### config.mk
export PLATFORM = sky130hd
export DESIGN_NAME = uart_rx_fsm
export DESIGN_NICKNAME = d
export VERILOG_FILES = /design/src/rtl/uart_pkg.sv /design/src/rtl/sync_2ff.sv /design/src/rtl/uart_rx_fsm.sv
export SDC_FILE = /design/constraint.sdc
export NUM_CORES = 1
export LEC_CHECK = 0
export BUFFER_PORTS_ARGS = -buffer_cell sky130_fd_sc_hd__buf_2
export CAP_MARGIN = 10
export CORE_AREA = 2 2 59 61
export CTS_BUF_LIST = sky130_fd_sc_hd__clkbuf_16
export CTS_CLUSTER_DIAMETER = 150
export DETAILED_ROUTE_END_ITERATION = 10
export DIE_AREA = 0 0 61 63
export PLACE_DENSITY = 0.77
export SYNTH_ARGS = -nofsm -noshare
export SYNTH_HDL_FRONTEND = slang
export SYNTH_SLANG_ARGS = --single-unit
### constraint.sdc
create_clock -name CLK -period 1.43 [get_ports CLK]
set_input_delay 0.0715 -clock CLK [delete_from_list [all_inputs] [get_ports CLK]]
set_output_delay 0.0715 -clock CLK [all_outputs]
set_load 0.1 [all_outputs]
### src/rtl/uart_pkg.sv
// Shared UART types and constants used by the receive path and the sender side.
package uart_pkg;

    typedef enum logic [1:0] {IDLE, START, DATA, STOP} rx_state_t;

    localparam int UART_CLKS_PER_BIT_DEFAULT = 868;
    localparam int UART_DATA_BITS            = 8;

endpackage : uart_pkg

### src/rtl/sync_2ff.sv
// One-bit two-flop synchronizer for an asynchronous input; reset value is a parameter.
module sync_2ff #(
    parameter logic RESET_VAL = 1'b0
) (
    input  logic clk,
    input  logic srst,
    input  logic d,
    output logic q
);

    logic meta_reg;
    logic sync_reg;

    always_ff @(posedge clk) begin
        if (srst) begin
            meta_reg <= RESET_VAL;
            sync_reg <= RESET_VAL;
        end else begin
            meta_reg <= d;
            sync_reg <= meta_reg;
        end
    end

    assign q = sync_reg;

endmodule : sync_2ff

### src/rtl/uart_rx_fsm.sv
// 8N1 UART byte receiver: start-bit validation, mid-bit sampling, framing-error pulse.
module uart_rx_fsm
    import uart_pkg::*;
#(
    parameter int CLKS_PER_BIT = UART_CLKS_PER_BIT_DEFAULT
) (
    input  logic       CLK,
    input  logic       RST,
    input  logic       UART_RX,
    output logic [7:0] data,
    output logic       valid,
    output logic       frame_err,
    output logic       busy
);

    localparam int CNT_W = $clog2(CLKS_PER_BIT);
    localparam int HALF  = CLKS_PER_BIT / 2;
    localparam logic [CNT_W-1:0] CNT_HALF = CNT_W'(HALF - 1);
    localparam logic [CNT_W-1:0] CNT_LAST = CNT_W'(CLKS_PER_BIT - 1);
    localparam logic [2:0]       LAST_BIT = 3'(UART_DATA_BITS - 1);

    logic rx_s;
    logic rx_prev_reg;

    rx_state_t                 state_reg,     state_next;
    logic [CNT_W-1:0]          cnt_reg,       cnt_next;
    logic [2:0]                bit_idx_reg,   bit_idx_next;
    logic [UART_DATA_BITS-1:0] shreg_reg,     shreg_next;
    logic [7:0]                data_reg,      data_next;
    logic                      valid_reg,     valid_next;
    logic                      frame_err_reg, frame_err_next;

    sync_2ff #(
        .RESET_VAL (1'b0)
    ) u_sync (
        .clk  (CLK),
        .srst (RST),
        .d    (UART_RX),
        .q    (rx_s)
    );

    // Resetting rx_prev low means neither a held-low nor a high line at release looks like an edge.
    always_ff @(posedge CLK) begin
        if (RST) begin
            rx_prev_reg   <= 1'b0;
            state_reg     <= IDLE;
            cnt_reg       <= '0;
            bit_idx_reg   <= '0;
            shreg_reg     <= '0;
            data_reg      <= '0;
            valid_reg     <= 1'b0;
            frame_err_reg <= 1'b0;
        end else begin
            rx_prev_reg   <= rx_s;
            state_reg     <= state_next;
            cnt_reg       <= cnt_next;
            bit_idx_reg   <= bit_idx_next;
            shreg_reg     <= shreg_next;
            data_reg      <= data_next;
            valid_reg     <= valid_next;
            frame_err_reg <= frame_err_next;
        end
    end

    always_comb begin
        state_next     = state_reg;
        cnt_next       = cnt_reg + 1'b1;
        bit_idx_next   = bit_idx_reg;
        shreg_next     = shreg_reg;
        data_next      = data_reg;
        valid_next     = 1'b0;
        frame_err_next = 1'b0;

        case (state_reg)
            IDLE: begin
                cnt_next = '0;
                if (rx_prev_reg && !rx_s) begin
                    state_next = START;
                end
            end
            START: begin
                // Still low at mid-start-bit means a real start; otherwise treat as a glitch.
                if (cnt_reg == CNT_HALF) begin
                    cnt_next     = '0;
                    bit_idx_next = '0;
                    state_next   = rx_s ? IDLE : DATA;
                end
            end
            DATA: begin
                if (cnt_reg == CNT_LAST) begin
                    cnt_next     = '0;
                    shreg_next   = {rx_s, shreg_reg[UART_DATA_BITS-1:1]};
                    bit_idx_next = bit_idx_reg + 3'd1;
                    if (bit_idx_reg == LAST_BIT) begin
                        state_next = STOP;
                    end
                end
            end
            STOP: begin
                // Returning to IDLE at mid-stop-bit leaves half a bit of slack for baud mismatch.
                if (cnt_reg == CNT_LAST) begin
                    cnt_next   = '0;
                    state_next = IDLE;
                    if (rx_s) begin
                        data_next  = shreg_reg;
                        valid_next = 1'b1;
                    end else begin
                        frame_err_next = 1'b1;
                    end
                end
            end
            default: begin
                cnt_next   = '0;
                state_next = IDLE;
            end
        endcase
    end

    assign data      = data_reg;
    assign valid     = valid_reg;
    assign frame_err = frame_err_reg;
    assign busy      = (state_reg != IDLE);

endmodule : uart_rx_fsm

==> flow_summary.ini <==
[outcome]
status = finished, violations left
violations = setup timing

[synthesis]
syn_avg_cell_area_sq_um = 10.3
ys_async_sr_fraction_pct = 0
synth.cell_area_sq_um = 1550
synth_top_family_by_area = simple AND/OR/NAND/NOR gates
ys_warn_count = 0
synth_edf_count = 0
yosysMostFrequentCell = dfxtp_1
ys_seq_area_share_pct = 46.5
yosys.area.top_type_share_pct = 46.5
synth_compound_area_share_pct = 3.71
synth_cells = 151
ys_types = 36
synthFlopType = dfxtp_1
synth_xor_area_share_pct = 5.08
synth_nets = 158
synth_common_cells = 36 x dfxtp_1, 27 x nor2_1, 18 x mux2i_1
yosysTopAreaCell = dfxtp_1
synthMuxAreaShare_pct = 12.3
synth_area_leaders = dfxtp_1 46%, mux2i_1 12%, nor2_1 6.5%
synthSimpleGateAreaFrac_pct = 26.2
yosys.area_share.adder_pct = 3.23
ys_seq_elements = 36

[global_route]
grt_pass1_wl_um = 5110
grt_remaining_overflow = 0
antenna_found_initial = 0
grt_pass1_vias = 1161
grtUsageTotal_pct = 17.9
grt_max_degree = 27

[floorplanning]
die_w_um = 61
start_util_pct = 48.0
core_sq_um = 3230
die_y_um = 63
boundaryPins = 14
dieArea_sq_um = 3840
rows = 21

[timing]
rsz0062_at_grt = true
finalCriticalPeriod_ps = 1470
fin_ws_ps = -42.0
skew_ps = 5.57
setup_viol = 12
final_hold_viol_count = 0
tightest_slew_ps = 486
slew_headroom_pct = 67.8
fmax_ghz = 0.679
whs_ps = 3.28
post-route-period-util_pct = 103
maxSlewViolCount = 0

[setup_path]
cp.arrival_ps = 1630
crit_path_start = cnt_reg[1]$_SDFF_PP0_
cp-end-kind = flip-flop
worstPathRequired_ps = 1590
cpLargestDelayFamily = simple AND/OR/NAND/NOR gates
crit_type = flip-flop to flip-flop
timing.rr.start = cnt_reg[1]$_SDFF_PP0_
path_cells = ha_4, and4bb_2, buf_6, nand4_4, buf_6, mux2i_1, nor2_1
critPathSlowestCell = dfxtp_4
crit_fanout = 5
timing.critical_path.buf_inv = 2
crit_path_frequent_cell = buf_6
max_stage_delay_ps = 350
cp-start-kind = flip-flop

[clock_tree]
cts_tree = built
clock_latency_ps = 280
ctsHoldBuffers = 0
root_buffer = clkbuf_16
htree_levels = 2
cts_buffers = 5
clkSlewWorstSetupHoldPaths_ps = 50
cts_sinks = 36
clk_path_buf_depth = 2

[route]
avgRoutedWirePerCell_um = 12.5
first_iter_violations = 21
routed_via_density = 4.96
ant_nets = 0
vias = 1136
wirelength_um = 2870
drc = 0
drtPass1Iterations = 4

[placed_design]
io_buffers = 13
dp.cells = 220
dp_hpwl_um = 2050
place_ws_ps = -73.8
place_congestion = 0.761

[final_layout]
final_layout_size_suffix_gt1_share_pct = 30.6
finalNonFillerCells = 229
num-fill-cells = 263
nets = 189
utilization_pct = 61.0
largest_reg_flops = 10
diodes = 0
syn_to_final_growth_pct = 27.1

[power]
irDropWorstVdd_v = 0.00106
power_leakage_nw = 0.927
powerDensity_nw_per_um2 = 1060

[run]
drv_cap = 0

[worst_hold_path]
worstHoldPathType = input port to flip-flop
holdCritStartpoint = UART_RX
[where the power goes]
group           total, W  leakage, nW  switching, W  internal [W]
logic          0.0000472        0.562     0.0000286     0.0000186
registers        0.00101        0.292    0.00000285       0.00101
clock network    0.00104       0.0736      0.000397      0.000640
[through the flow]
stage | power, W | setup TNS, ps | cell area [sq um]
finish | 0.00209 | -275 | 1970
global route | 0.00216 | -2120 | 1970
CTS | 0.00211 | -185 | 1950
detailed placement | 0.00108 | -441 | 1790
global placement | 0.00108 | 0 | 1790
floorplan | 0.00107 | -19.2 | 1580
[per-layer routing]
metal  track usage (%)  wire length [um]  part of all wire (%)
met5                 0                 0                     0
met4              8.70                53                   1.8
met3              5.18                89                   3.1
met2              29.0              1440                    50
met1              21.0              1280                    45
[cells by family (layout without fill, tap and decap cells)]
family                   count (synthesis)  after routing
multiplexers                            19             19
flip-flops                              36             36
buffers and inverters                    9             41
adder cells (fa/ha/maj)                  4              4
AND/OR/NAND/NOR                         68             68
AO/OA/AOI/OAI                            6              6
XOR/XNOR                                 9              9
[final cells by class]
type	instances	area, sq um	share of cell area, %
multi-input combinational	106	810	41.1
timing repair buffer	31	226	11.5
clock buffer	5	125	6.35
sequential	36	726	36.8
clock inverter	3	18.8	0.952
inverter	2	7.51	0.381
tap	46	57.6	2.92
[placed cells by master, fill, tap and decap left out, drive strengths merged, types with 2 or more instances in the layout]
cell and count:
a31oi 2, and3 4, buf 31, clkbuf 5, clkinv 3, dfxtp 36
ha 4, inv 2, mux2i 18, nand2 4, nand2b 4, nand3 6
nand3b 3, nand4 5, nor2 27, nor2b 6, nor3b 2, xnor2 3
xor2 6
[final timing paths]
kind / end / slack (ps) / cells after the start
setup / recovery: shreg_reg[5]$_SDFFE_PP0P_ / -40 / 7
hold / removal: u_sync.meta_reg$_SDFF_PP0_ / 3 / 2
setup reg to reg: shreg_reg[5]$_SDFFE_PP0P_ / -40 / 7
hold reg to reg: u_sync.q$_SDFF_PP0_ / 440 / 1
[what timing repair did]
item                                    CTS  global route
pin swaps                                 2            12
endpoints found under the setup margin   16            32
setup buffers                             0             1
cloned                                    0             0
gates resized for setup                   4             7
Note: power is estimated with default switching activity, not from simulation.
